--- src/rtl/ysyx_22040127_fetch_pkg.sv ---
// Shared types and constants for the instruction-fetch stage.
package ysyx_22040127_fetch_pkg;

  localparam int IF_TO_ID_WIDTH = 64;

  localparam logic [31:0] DEFAULT_RESET_PC = 32'h8000_0000;
  localparam logic [31:0] DEFAULT_PC_STEP  = 32'd4;

  // REQ issues a fetch, WAIT expects the answer, HOLD offers it to decode,
  // DROP swallows the answer of a request that a redirect made stale.
  typedef enum logic [1:0] {
    ST_REQ  = 2'd0,
    ST_WAIT = 2'd1,
    ST_HOLD = 2'd2,
    ST_DROP = 2'd3
  } fetchState_t;

  // Payload handed to decode: instruction in the upper word, its PC below.
  typedef struct packed {
    logic [31:0] inst;
    logic [31:0] pc;
  } ifToId_t;

  // Forces an address onto a word boundary; low bits are simply dropped.
  function automatic logic [31:0] alignWord(input logic [31:0] addr);
    return {addr[31:2], 2'b00};
  endfunction

endpackage

--- src/rtl/ysyx_22040127_fetch_if.sv ---
// Bundle of the imem request/response, decode handshake and redirect wires.
interface ysyx_22040127_fetch_if;
  import ysyx_22040127_fetch_pkg::*;

  logic                      imem_req_valid;
  logic                      imem_req_ready;
  logic [31:0]               imem_addr;
  logic                      imem_rsp_valid;
  logic [31:0]               imem_rsp_data;
  logic                      if_to_id_valid;
  logic                      id_allowin;
  logic [IF_TO_ID_WIDTH-1:0] if_to_id_bus;
  logic                      br_taken;
  logic [31:0]               br_target;

  // The fetch stage drives requests and the decode offer.
  modport master (
    output imem_req_valid, imem_addr, if_to_id_valid, if_to_id_bus,
    input  imem_req_ready, imem_rsp_valid, imem_rsp_data, id_allowin,
           br_taken, br_target
  );

  // Memory, decode and branch unit sit on the other side.
  modport slave (
    input  imem_req_valid, imem_addr, if_to_id_valid, if_to_id_bus,
    output imem_req_ready, imem_rsp_valid, imem_rsp_data, id_allowin,
           br_taken, br_target
  );

endinterface

--- src/rtl/ysyx_22040127_fetch.sv ---
// Instruction-fetch stage: one outstanding imem request, a one-entry
// instruction buffer, and redirect handling that squashes wrong-path work.
module ysyx_22040127_fetch
  import ysyx_22040127_fetch_pkg::*;
#(
  parameter logic [31:0] RESET_PC = DEFAULT_RESET_PC,
  parameter logic [31:0] PC_STEP  = DEFAULT_PC_STEP
) (
  input logic                   clk,
  input logic                   rst,
  ysyx_22040127_fetch_if.master bus
);

  fetchState_t state_q, state_d;
  logic [31:0] pc_q, pc_d;
  logic [31:0] fetchPc_q, fetchPc_d;
  logic [31:0] inst_q, inst_d;

  logic        reqValid;
  logic        idValid;
  logic [31:0] reqAddr;
  ifToId_t     idPayload;

  // Output decode: a redirect combinationally suppresses both the request
  // and the decode offer, and reset keeps every valid and the bus at zero.
  always_comb begin
    reqAddr             = alignWord(pc_q);
    reqValid            = !rst && (state_q == ST_REQ)  && !bus.br_taken;
    idValid             = !rst && (state_q == ST_HOLD) && !bus.br_taken;
    idPayload.inst      = inst_q;
    idPayload.pc        = fetchPc_q;
    bus.imem_req_valid  = reqValid;
    bus.imem_addr       = reqAddr;
    bus.if_to_id_valid  = idValid;
    bus.if_to_id_bus    = rst ? '0 : idPayload;
  end

  // Next-state logic: the redirect wins over every other transition, and a
  // stray response outside WAIT/DROP never moves the machine.
  always_comb begin
    state_d   = state_q;
    pc_d      = pc_q;
    fetchPc_d = fetchPc_q;
    inst_d    = inst_q;

    if (bus.br_taken) begin
      pc_d = alignWord(bus.br_target);
      unique case (state_q)
        ST_REQ:  state_d = ST_REQ;
        ST_WAIT: state_d = bus.imem_rsp_valid ? ST_REQ : ST_DROP;
        ST_HOLD: state_d = ST_REQ;
        ST_DROP: state_d = bus.imem_rsp_valid ? ST_REQ : ST_DROP;
        default: state_d = ST_REQ;
      endcase
    end else begin
      unique case (state_q)
        ST_REQ: begin
          if (reqValid && bus.imem_req_ready) begin
            fetchPc_d = reqAddr;
            state_d   = ST_WAIT;
          end
        end
        ST_WAIT: begin
          if (bus.imem_rsp_valid) begin
            inst_d  = bus.imem_rsp_data;
            state_d = ST_HOLD;
          end
        end
        ST_HOLD: begin
          if (idValid && bus.id_allowin) begin
            pc_d    = fetchPc_q + PC_STEP;
            state_d = ST_REQ;
          end
        end
        ST_DROP: begin
          if (bus.imem_rsp_valid) begin
            state_d = ST_REQ;
          end
        end
        default: state_d = ST_REQ;
      endcase
    end
  end

  // State registers; reset abandons any request still in flight.
  always_ff @(posedge clk) begin
    if (rst) begin
      state_q   <= ST_REQ;
      pc_q      <= RESET_PC;
      fetchPc_q <= '0;
      inst_q    <= '0;
    end else begin
      state_q   <= state_d;
      pc_q      <= pc_d;
      fetchPc_q <= fetchPc_d;
      inst_q    <= inst_d;
    end
  end

endmodule

--- src/flat_wrapper.sv ---
// flat-port wrapper written by rule: the top's interface ports become plain ports
module ysyx_22040127_fetch_flat import ysyx_22040127_fetch_pkg::*;
#(
  parameter logic [31:0] RESET_PC = DEFAULT_RESET_PC,
  parameter logic [31:0] PC_STEP  = DEFAULT_PC_STEP
)
  (clk, rst, bus_imem_req_valid, bus_imem_addr, bus_if_to_id_valid, bus_if_to_id_bus, bus_imem_req_ready, bus_imem_rsp_valid, bus_imem_rsp_data, bus_id_allowin, bus_br_taken, bus_br_target);
  ysyx_22040127_fetch_if bus_i ();
  input logic clk;
  input logic rst;
  output wire logic [$bits(bus_i.imem_req_valid)-1:0] bus_imem_req_valid;
  output wire logic [$bits(bus_i.imem_addr)-1:0] bus_imem_addr;
  output wire logic [$bits(bus_i.if_to_id_valid)-1:0] bus_if_to_id_valid;
  output wire logic [$bits(bus_i.if_to_id_bus)-1:0] bus_if_to_id_bus;
  input wire logic [$bits(bus_i.imem_req_ready)-1:0] bus_imem_req_ready;
  input wire logic [$bits(bus_i.imem_rsp_valid)-1:0] bus_imem_rsp_valid;
  input wire logic [$bits(bus_i.imem_rsp_data)-1:0] bus_imem_rsp_data;
  input wire logic [$bits(bus_i.id_allowin)-1:0] bus_id_allowin;
  input wire logic [$bits(bus_i.br_taken)-1:0] bus_br_taken;
  input wire logic [$bits(bus_i.br_target)-1:0] bus_br_target;
  assign bus_imem_req_valid = bus_i.imem_req_valid;
  assign bus_imem_addr = bus_i.imem_addr;
  assign bus_if_to_id_valid = bus_i.if_to_id_valid;
  assign bus_if_to_id_bus = bus_i.if_to_id_bus;
  assign bus_i.imem_req_ready = bus_imem_req_ready;
  assign bus_i.imem_rsp_valid = bus_imem_rsp_valid;
  assign bus_i.imem_rsp_data = bus_imem_rsp_data;
  assign bus_i.id_allowin = bus_id_allowin;
  assign bus_i.br_taken = bus_br_taken;
  assign bus_i.br_target = bus_br_target;
  ysyx_22040127_fetch #(.RESET_PC(RESET_PC), .PC_STEP(PC_STEP)) u_core (.clk(clk), .rst(rst), .bus(bus_i));
endmodule
--- config.mk ---
export PLATFORM = sky130hd
export DESIGN_NAME = ysyx_22040127_fetch_flat
export DESIGN_NICKNAME = d
export VERILOG_FILES = /design/src/rtl/ysyx_22040127_fetch_pkg.sv /design/src/rtl/ysyx_22040127_fetch_if.sv /design/src/rtl/ysyx_22040127_fetch.sv /design/src/flat_wrapper.sv
export SDC_FILE = /design/constraint.sdc
export NUM_CORES = 1
export LEC_CHECK = 0
export ABC_CLOCK_PERIOD_IN_PS = 6100
export CELL_PAD_IN_SITES_DETAIL_PLACEMENT = 0
export CELL_PAD_IN_SITES_GLOBAL_PLACEMENT = 2
export CORE_ASPECT_RATIO = 1.75
export CORE_UTILIZATION = 38
export DETAILED_ROUTE_END_ITERATION = 12
export DONT_BUFFER_PORTS = 1
export HOLD_SLACK_MARGIN = 0.05
export PLACE_DENSITY_LB_ADDON = 0.1
export SLEW_MARGIN = 15
export SYNTH_ARGS = -nofsm -noshare
export SYNTH_HDL_FRONTEND = slang
export SYNTH_SLANG_ARGS = --single-unit
--- constraint.sdc ---
create_clock -name clk -period 6.1 [get_ports clk]
set_clock_uncertainty 0.1 [all_clocks]
set_input_delay 0.915 -clock clk [delete_from_list [all_inputs] [get_ports clk]]
set_output_delay 0.915 -clock clk [all_outputs]
set_load 0.02 [all_outputs]
==> qor.log <==
qor: run_status.outcome finished clean
qor: global_route.grt_max_degree 129
qor: cts.worst_setup_hold_path_clk_slew 0.06 ns
qor: timing.layout_min_cycle_time 2.76 ns
qor: cts.cts.repair.resized 0
qor: timing.setup_slack 3.34 ns
qor: synthesis.yosysUniqueCellTypes 44
qor: min_path.hold_path_depth 2
qor: power.vdd.ir_drop.worst 0.154 mV
qor: placement.detailedPlace.worstSlack 3.08 ns
qor: cts.clock-root-buffer clkbuf_16
qor: critical_path.worst_path_largest_cell_delay 0.82 ns
qor: detailed_routing.post_drt_via_cell_ratio 5.50
qor: global_route.wire_length_of_the_first_global_routing_pass 18200 um
qor: detailed_routing.total_via_count_in_the_routed_design 3517
qor: floorplanning.dieHeight 145 um
qor: cts.number_of_hold_buffers_added_after_cts 0
qor: floorplanning.floorplan.core_area 11200 sq um
qor: final_layout.fraction_of_final_layout_cells_with_drive_strength_greater_than_1 0.110
qor: detailed_routing.antenna_violating_nets_post_route 0
qor: timing.hold_violations 0
qor: final_layout.final_util 0.424
qor: global_route.number_of_global_route_vias_before_repair 3484
qor: global_route.grt_use_total 0.187
qor: critical_path.crit_arrival 1.75 ns
qor: final_layout.multiInputGateArea 2340 sq um
qor: final_layout.filler_cell_count_in_the_final_layout 1179
qor: critical_path.crit-reg2reg-capture u_core.fetchPc_q[2]
qor: timing.timing.final.setup_violations 0
qor: power.power.leakage 0.00163 uW
qor: placement.dpl_wire_length 7660 um
qor: cts.post-cts-setup-buffer-count 0
qor: detailed_routing.drc_errors 0
qor: global_route.initial_antenna_violation_count 0
qor: synthesis.netlist_instances 527
qor: synthesis.yosys_warnings 0
qor: min_path.hold_path_end u_core.inst_q[8]
qor: cts.ctsLongestPathBuffers 2
qor: global_route.grt_overflow_total 0
qor: floorplanning.chipWidth 83.7 um
qor: critical_path.cp_slowest_cell nor4_1
qor: cts.tritoncts.num_buffers 9
qor: cts.htree_num_levels 3
qor: critical_path.worstRegToRegCells 4
qor: detailed_routing.initialDrtViolationCount 118
qor: placement.gp_routability_congestion 0.715
qor: final_layout.post-route-cell-area 4770 sq um
qor: timing.maxSlewViolCount 0
qor: critical_path.cell_by_cell_trace_of_the_critical_path nor4_1
qor: synthesis.synth.largest_area_cell dfxtp_1
qor: final_layout.nNetsFinal 573
qor: final_layout.synthesis_to_layout_area_growth 7.30%
qor: detailed_routing.detailedRoute.firstPassIterationCount 4
qor: timing.setup_tns 0 ns
qor: timing.timing.max_slew.rel_slack 0.315
qor: power.power.density_cell_area 274 nW/um^2
qor: cts.tritoncts yes
qor: critical_path.critPathTopFamily simple AND/OR/NAND/NOR gates
qor: detailed_routing.wl_per_cell 17.9 um
qor: critical_path.worstPathBufferInverterCount 0
qor: synthesis.synth-seq-cells 94
qor: synthesis.ys_top_cells_by_area dfxtp_1 42%, nor2b_1 9.3%, mux2_2 7.9%, nand2_1 6.4%, a21oi_1 6.2%
qor: cts.clock_latency 0.34 ns
qor: detailed_routing.wl 11500 um
qor: synthesis.yosysTopAreaCellShare 0.424
qor: floorplanning.start_util 0.395
qor: timing.fin_crit_sh 0.453
qor: cts.clock_net_sink_count 94
qor: critical_path.worst_setup_path_start_kind input pin
qor: floorplanning.floorplan.rows 51
qor: timing.worst_pin_slew 1.02 ns
qor: timing.grt_setup_unrepaired false
qor: power.power 1310 uW
qor: placement.dpl_cell_area 4460 sq um
qor: critical_path.worstPathRequired 5.08 ns
qor: synthesis.mappedNetlistArea 4440 sq um
qor: synthesis.syn_area_per_cell 8.43 sq um
qor: synthesis.synth-seq-area-share 0.424
qor: min_path.min-delay-start u_core.inst_q[8]
qor: critical_path.worst-setup-path-type input pin to output port
qor: final_layout.antenna-diode-count 0
qor: critical_path.rrSetupSlack 3.58 ns
qor: flow_run.maxCapViolations 0
qor: critical_path.critical_path.endpoint_type output port
qor: final_layout.regArea 1880 sq um
qor: timing.fmax 0.362 GHz
qor: placement.portBuffers 0
qor: critical_path.critPathMaxFanout 128
qor: floorplanning.fp.dieArea 12100 sq um
qor: critical_path.r2r_start u_core.state_q[0]
qor: min_path.hold_path.class flop to flop
qor: floorplanning.io_pins 168
==> how the worst max path moves through the flow <==
stage / start / end / slack (ns) / cells after the start
finish: rst / bus_imem_req_valid / 3.34 / 1
global route: rst / bus_imem_req_valid / 3.28 / 1
CTS: rst / bus_imem_req_valid / 3.36 / 1
detailed placement: rst / u_core.fetchPc_q[2] / 3.08 / 4
global placement: rst / u_core.fetchPc_q[13] / 3.09 / 4
floorplan: rst / u_core.fetchPc_q[10] / 3.09 / 5
==> placed cells by master (no fill, tap or decap), types with 6 or more instances in the layout <==
master,n
a21oi_1,55
a22oi_1,14
clkbuf_16,9
dfxtp_1,94
inv_1,15
mux2_2,31
nand2_1,76
nand3_1,8
nor2_1,18
nor2b_1,66
nor3_1,10
nor4_1,9
o21ai_0,6
o22ai_1,12
o31ai_1,6
xnor2_1,19
==> power breakdown <==
| part | total (uW) | internal, uW | switching, uW |
|---|---|---|---|
| registers | 670 | 635 | 35.1 |
| logic | 69.0 | 32.0 | 36.9 |
| clock network | 569 | 329 | 239 |
| total | 1310 | 996 | 311 |
==> routing by layer <==
layer	track usage	up-vias	routed length (um)
met5	0	-	0
met4	0.0610	0	145
met3	0.0614	9	811
met2	0.333	104	5960
met1	0.207	1659	4550
li1	-	1745	-
==> per-stage QoR <==
stage	hold slack, ns	cells
2_1_floorplan	0.332	530
3_3_place_gp	0.333	623
3_5_place_dp	0.337	623
4_1_cts	0.346	639
5_1_grt	0.364	639
6_report	0.343	639
==> synthesized netlist by cell type <==
| library cell | n |
|---|---|
| dfxtp_1 | 94 |
| a21oi_1 | 55 |
| nand2b_1 | 3 |
| o31a_1 | 1 |
| nand3b_1 | 3 |
| a221oi_1 | 2 |
| o31ai_1 | 6 |
| nand3_1 | 8 |
| a2111oi_0 | 2 |
| o21ai_0 | 6 |
| nor4_1 | 9 |
| o22ai_1 | 12 |
| buf_4 | 4 |
| nor4_2 | 1 |
| nor3_1 | 10 |
| clkbuf_1 | 30 |
| xor2_1 | 5 |
| nor2_1 | 18 |
| a2111oi_2 | 1 |
| nand4_1 | 5 |
| nor2b_1 | 66 |
| a211oi_2 | 1 |
| a31oi_1 | 2 |
| or4_1 | 1 |
| a22oi_1 | 14 |
| conb_1 | 1 |
| o21a_1 | 1 |
| buf_2 | 3 |
| xnor2_1 | 19 |
| and4_1 | 2 |
| and3_1 | 4 |
| clkbuf_2 | 1 |
| a41o_1 | 1 |
| mux2_2 | 31 |
| nand2_1 | 76 |
| nand3_2 | 2 |
| and2_1 | 2 |
| nand4_2 | 1 |
| inv_1 | 15 |
| buf_1 | 4 |
| a21o_1 | 1 |
| ha_1 | 1 |
| or2_1 | 1 |
| or3_1 | 2 |
==> cell type report <==
cell class | count | area share
multi-input cells | 379 | 0.491
flip-flops and latches | 94 | 0.395
clock buffers | 11 | 0.0509
inverters | 15 | 0.0118
clock inverters | 5 | 0.0123
repair buffers | 3 | 0.00473
well taps | 132 | 0.0347
==> logic make-up after synthesis <==
logic type	synth area share
xor gates and xnor gates	0.0473
and+or+nand+nor	0.250
muxes	0.0786
other	0.000844
AOI/OAI and AO/OA	0.144
DFF	0.424
adders and majority gates	0.00282
buffers and inverters	0.0527
==> state kept, by name, indices dropped and copies added (netlist names) <==
| name | flops |
|---|---|
| u_core.fetchPc_q | 30 |
| u_core.inst_q | 32 |
| u_core.pc_q | 30 |
| u_core.state_q | 2 |
Note: power is estimated with default switching activity, not from simulation.
